## src/rtl/regfile_wr_arbiter.sv

```systemverilog
// Round-robin arbiter sharing the register-file write port between two write-back sources,
// with a registered write stage, RAW hazard flag and saturating contention counter.
module regfile_wr_arbiter #(
  parameter int N     = 16,
  parameter int CNT_W = 8
) (
  input  logic             clk,
  input  logic             rst,
  input  logic             hold,
  input  logic             clr_cnt,
  input  logic             req0_valid,
  input  logic [2:0]       req0_sel,
  input  logic [N-1:0]     req0_data,
  output logic             req0_ready,
  input  logic             req1_valid,
  input  logic [2:0]       req1_sel,
  input  logic [N-1:0]     req1_data,
  output logic             req1_ready,
  input  logic [2:0]       read1_sel,
  input  logic [2:0]       read2_sel,
  output logic             wr_en,
  output logic [2:0]       write1_sel,
  output logic [N-1:0]     data_in,
  output logic             raw_hazard,
  output logic [CNT_W-1:0] contention_cnt
);

  logic             last_grant_q, last_grant_d;
  logic             wr_en_q, wr_en_d;
  logic [2:0]       sel_q, sel_d;
  logic [N-1:0]     data_q, data_d;
  logic [CNT_W-1:0] cnt_q, cnt_d;
  logic             gnt0, gnt1, contend;

  // Readies are gated by rst so nothing handshakes while the block is held in reset.
  always_comb begin
    gnt0    = rst & ~hold & req0_valid & (~req1_valid | last_grant_q);
    gnt1    = rst & ~hold & req1_valid & (~req0_valid | ~last_grant_q);
    contend = req0_valid & req1_valid & ~hold;
  end

  always_comb begin
    last_grant_d = last_grant_q;
    wr_en_d      = gnt0 | gnt1;
    sel_d        = sel_q;
    data_d       = data_q;
    if (gnt0) begin
      last_grant_d = 1'b0;
      sel_d        = req0_sel;
      data_d       = req0_data;
    end else if (gnt1) begin
      last_grant_d = 1'b1;
      sel_d        = req1_sel;
      data_d       = req1_data;
    end
  end

  always_comb begin
    cnt_d = cnt_q;
    if (clr_cnt)                   cnt_d = '0;
    else if (contend && cnt_q != '1) cnt_d = cnt_q + CNT_W'(1);
  end

  always_ff @(posedge clk or negedge rst) begin
    if (!rst) begin
      last_grant_q <= 1'b1;
      wr_en_q      <= 1'b0;
      sel_q        <= '0;
      data_q       <= '0;
      cnt_q        <= '0;
    end else begin
      last_grant_q <= last_grant_d;
      wr_en_q      <= wr_en_d;
      sel_q        <= sel_d;
      data_q       <= data_d;
      cnt_q        <= cnt_d;
    end
  end

  assign req0_ready     = gnt0;
  assign req1_ready     = gnt1;
  assign wr_en          = wr_en_q;
  assign write1_sel     = sel_q;
  assign data_in        = data_q;
  assign contention_cnt = cnt_q;
  assign raw_hazard     = wr_en_q & ((sel_q == read1_sel) | (sel_q == read2_sel));

endmodule

```

## config.mk

```make
export PLATFORM = sky130hd
export DESIGN_NAME = regfile_wr_arbiter
export DESIGN_NICKNAME = d
export VERILOG_FILES = /design/src/rtl/regfile_wr_arbiter.sv
export SDC_FILE = /design/constraint.sdc
export NUM_CORES = 1
export LEC_CHECK = 0
export ABC_AREA = 1
export CORE_UTILIZATION = 25
export DETAILED_ROUTE_END_ITERATION = 6
export GPL_TIMING_DRIVEN = 0
export HOLD_SLACK_MARGIN = 0.08
export SYNTH_ARGS = -nofsm -noshare
export SYNTH_HDL_FRONTEND = slang
export SYNTH_SLANG_ARGS = --single-unit
```

## constraint.sdc

```tcl
create_clock -name clk -period 1.8 [get_ports clk]
set_input_delay 0.27 -clock clk [delete_from_list [all_inputs] [get_ports clk]]
set_output_delay 0.27 -clock clk [all_outputs]
set_load 0.03 [all_outputs]
```

==> metrics.md <==
| Metric | Value |
|---|---|
| Final hold violation count | `0` |
| Drt drc | `0` |
| Crit path from | `hold` |
| Setup ws final | `0.06372 ns` |
| GRT Util Overall | `14.70%` |
| Number of fill cells | `780` |
| WL/cell | `12.23 um` |
| Final net count | `414` |
| Cts bufs inserted | `5` |
| Vias per cell | `4.449` |
| Sink Count | `29` |
| Final period util | `96.46%` |
| Area of the multi-input gates | `863.3 um^2` |
| Slowest stage delay, CP | `0.47 ns` |
| Worst-Skew Late Latency | `0.28 ns` |
| Post-synth EDFFs | `0` |
| Unique masters post-synth | `24` |
| Avg Cell Area, Syn | `6.863 um^2` |
| Die area | `7873 um^2` |
| Max_cap viols | `0` |
| Critical Path Start Type | `input pin` |
| Die height | `88.73 um` |
| Post-Syn Area | `1881 um^2` |
| Reg2Reg Setup Slack | `0.37 ns` |
| Max-slew violation count | `0` |
| # Post-CTS Setup Buffers | `0` |
| Pre-Repair DR Iteration Count | `4` |
| Crit path kind | `in -> out` |
| R2R Path End | `data_in[2]$_DFFE_PN0P_` |
| Post-Synthesis Cells | `274` |
| Min Tclk post-route | `1.736 ns` |
| Ant. Diodes | `0` |
| Final setup TNS | `0 ns` |
| Critical-path top delay cell | `clkdlybuf4s50_1` |
| Crit path required time | `1.53 ns` |
| Placed wire-length estimate | `4.043 mm` |
| FFs w/ async S/R, synth | `100.0%` |
| Slew margin rel. | `77.86%` |
| Antenna Violating Nets Remaining | `0` |
| Starting density of the core | `25.93%` |
| Peak supply drop | `311.9 uV` |
| H-tree depth | `2` |
| Synth Register Bits | `29` |
| Antenna violations before repair | `0` |
| Beginning of the worst hold path | `rst` |
| CP Capture Type | `output pin` |
| Hold Crit Class | `in -> reg` |
| Sequential Area | `726.9 um^2` |
| Buf+Inv Stages, Crit Path | `4` |
| Crit path capture | `req1_ready` |
| Top Ports | `81` |
| Via count | `2060` |
| CTS Buffer Depth | `2` |
| Die width | `88.73 um` |
| First-pass GRT wire length | `8.707 mm` |
| Largest net degree at the start of global routing | `29` |
| Vias in the first global route | `1867` |
| CP Max Fanout | `10` |
| Lkg Pwr | `1.500 nW` |
| CP top delay family | `buffers and inverters` |
| Worst reg2reg startpoint | `last_grant_q$_DFFE_PN1P_` |
| Peak Freq | `0.5759 GHz` |
| WP depth | `6` |
| Worst Clk Skew | `0.007290 ns` |
| Setup Viol. Count Final | `0` |
| Sequential element share of the synthesized area | `38.66%` |
| R2R cell count | `7` |
| Total grt overflow | `0` |
| DP Worst Slack | `-0.7976 ns` |
| Cell Chain, Critical Path | `clkdlybuf4s50_1, nor2_4, nand3_2, buf_4, inv_1, buf_2` |
| Rows | `31` |
| Syn_nets | `325` |
| CTS Root Cell | `clkbuf_8` |
| GPL Wtd Cong | `0.8187` |
| Post-route cell area | `2940 um^2` |
| Layout cells sized above 1 | `10.44%` |
| PortBufs | `80` |
| Worst-path clk slew | `0.07 ns` |
| Data arrival, critical path | `1.47 ns` |
| Status | `complete, no violations` |
| Total routed wirelength | `5.663 mm` |
| Area post-placement | `2800 um^2` |
| Initial DRC Count | `99` |
| Number of synthesis warnings | `0` |
| CORE AREA | `7253 um^2` |
| Area delta synth->final | `56.35%` |
| TritonCTS clock tree | `built` |
| Power Density | `819.3 nW/um^2` |
| Pin slew with the least headroom to its limit | `0.3310 ns` |
| Most used DFF post-synth | `dfrtp_1` |
## registers in the layout (all words and copies together) (netlist names)
name	count
data_in	16
contention_cnt	8
wr_en	1
write1_sel	3
last_grant_q	1
## per-stage QoR
stage	hold WS, ns	std cells	util [%]	total power, mW
finish	0.4844	463	40.54	2.409
global route	0.5306	463	40.54	2.555
global placement	0.4966	453	38.68	1.812
CTS	0.5212	463	40.42	2.439
detailed placement	0.3782	453	38.61	1.818
floorplan	-0.02559	274	-	1.368
## power breakdown
part / internal [mW] / switching, mW / leakage, nW
Combinational: 0.430 / 0.511 / 1.08
Sequential: 0.774 / 0.0935 / 0.369
Clock: 0.345 / 0.254 / 0.0542
## cells in the mapped netlist, types with 2 or more instances
cell type | count | area share (%)
buf_2 | 5 | 1.3
buf_4 | 8 | 3.2
dfrtp_1 | 28 | 37
inv_1 | 50 | 10
inv_2 | 2 | 0.40
nand2_1 | 76 | 15
nand2_2 | 2 | 0.67
nand3_1 | 54 | 14
nand4_1 | 19 | 6.3
nor2_1 | 11 | 2.2
nor2_2 | 2 | 0.67
o21bai_1 | 2 | 0.80
xnor2_1 | 4 | 1.9
## worst min-delay path by stage
stage / endpoint / slack, ns / cells after the start
floorplan: contention_cnt[0]$_DFFE_PN0P_ / -0.03 / 0
CTS: data_in[5]$_DFFE_PN0P_ / 0.52 / 2
global placement: data_in[14]$_DFFE_PN0P_ / 0.50 / 2
detailed placement: contention_cnt[6]$_DFFE_PN0P_ / 0.38 / 1
finish: data_in[8]$_DFFE_PN0P_ / 0.48 / 6
global route: data_in[8]$_DFFE_PN0P_ / 0.53 / 6
## cell families after synthesis
| logic type | share of synthesized area, % |
|---|---|
| xor+xnor | 1.863 |
| compound gates | 1.729 |
| fa+ha+maj | 0.6652 |
| flops | 38.66 |
| simple gates | 41.38 |
| buf+inv | 15.70 |
## area by class of cell
| type | instances | area share, % |
|---|---|---|
| Buffer | 14 | 3.489 |
| Clock buffer | 7 | 3.277 |
| Clock inverter | 1 | 0.1702 |
| Inverter | 53 | 6.766 |
| Multi-Input combinational cell | 178 | 29.36 |
| Sequential cell | 29 | 24.72 |
| Tap cell | 99 | 4.213 |
| Timing Repair Buffer | 82 | 28.00 |
## worst min-delay path, delay by kind of cell
family,cells,cell delay [ns]
buf+inv,2,0.18
simple gates,4,0.29
## placed cells by master (no fill, tap or decap)
master | synthesis | routed
nor2_2 | 2 | 2
o21bai_1 | 2 | 2
inv_1 | 50 | 50
nand2_4 | 1 | 1
clkinv_1 | 1 | 1
buf_2 | 5 | 6
dfrtp_1 | 28 | 28
xnor2_1 | 4 | 4
nand3_1 | 54 | 53
buf_4 | 8 | 8
buf_12 | 0 | 1
ha_1 | 1 | 1
buf_6 | 1 | 4
clkbuf_8 | 0 | 7
o21ai_0 | 1 | 1
clkinv_2 | 0 | 1
a21boi_0 | 1 | 1
nand2_2 | 2 | 2
nor3_1 | 1 | 1
dfstp_2 | 1 | 1
nand2_1 | 76 | 76
a21oi_1 | 1 | 1
nor2_4 | 1 | 1
nor2_1 | 11 | 11
nand3_2 | 1 | 2
clkdlybuf4s50_1 | 0 | 76
dlygate4sd3_1 | 0 | 1
nand4_1 | 19 | 19
inv_2 | 2 | 2
## timing repair
action	in CTS	in global routing
gates resized for setup	17	7
pin swaps	0	0
hold endpoints to repair	28	0
endpoints found under the setup margin	3	3
hold buffers	2	0
## layer usage
layer	vias up	global-route usage [%]	wire length, um
met5	-	0	0
met1	933	18.57	2569
met3	9	3.731	359
li1	1041	-	-
met2	77	24.62	2654
met4	0	4.545	79
Note: power is estimated with default switching activity, not from simulation.
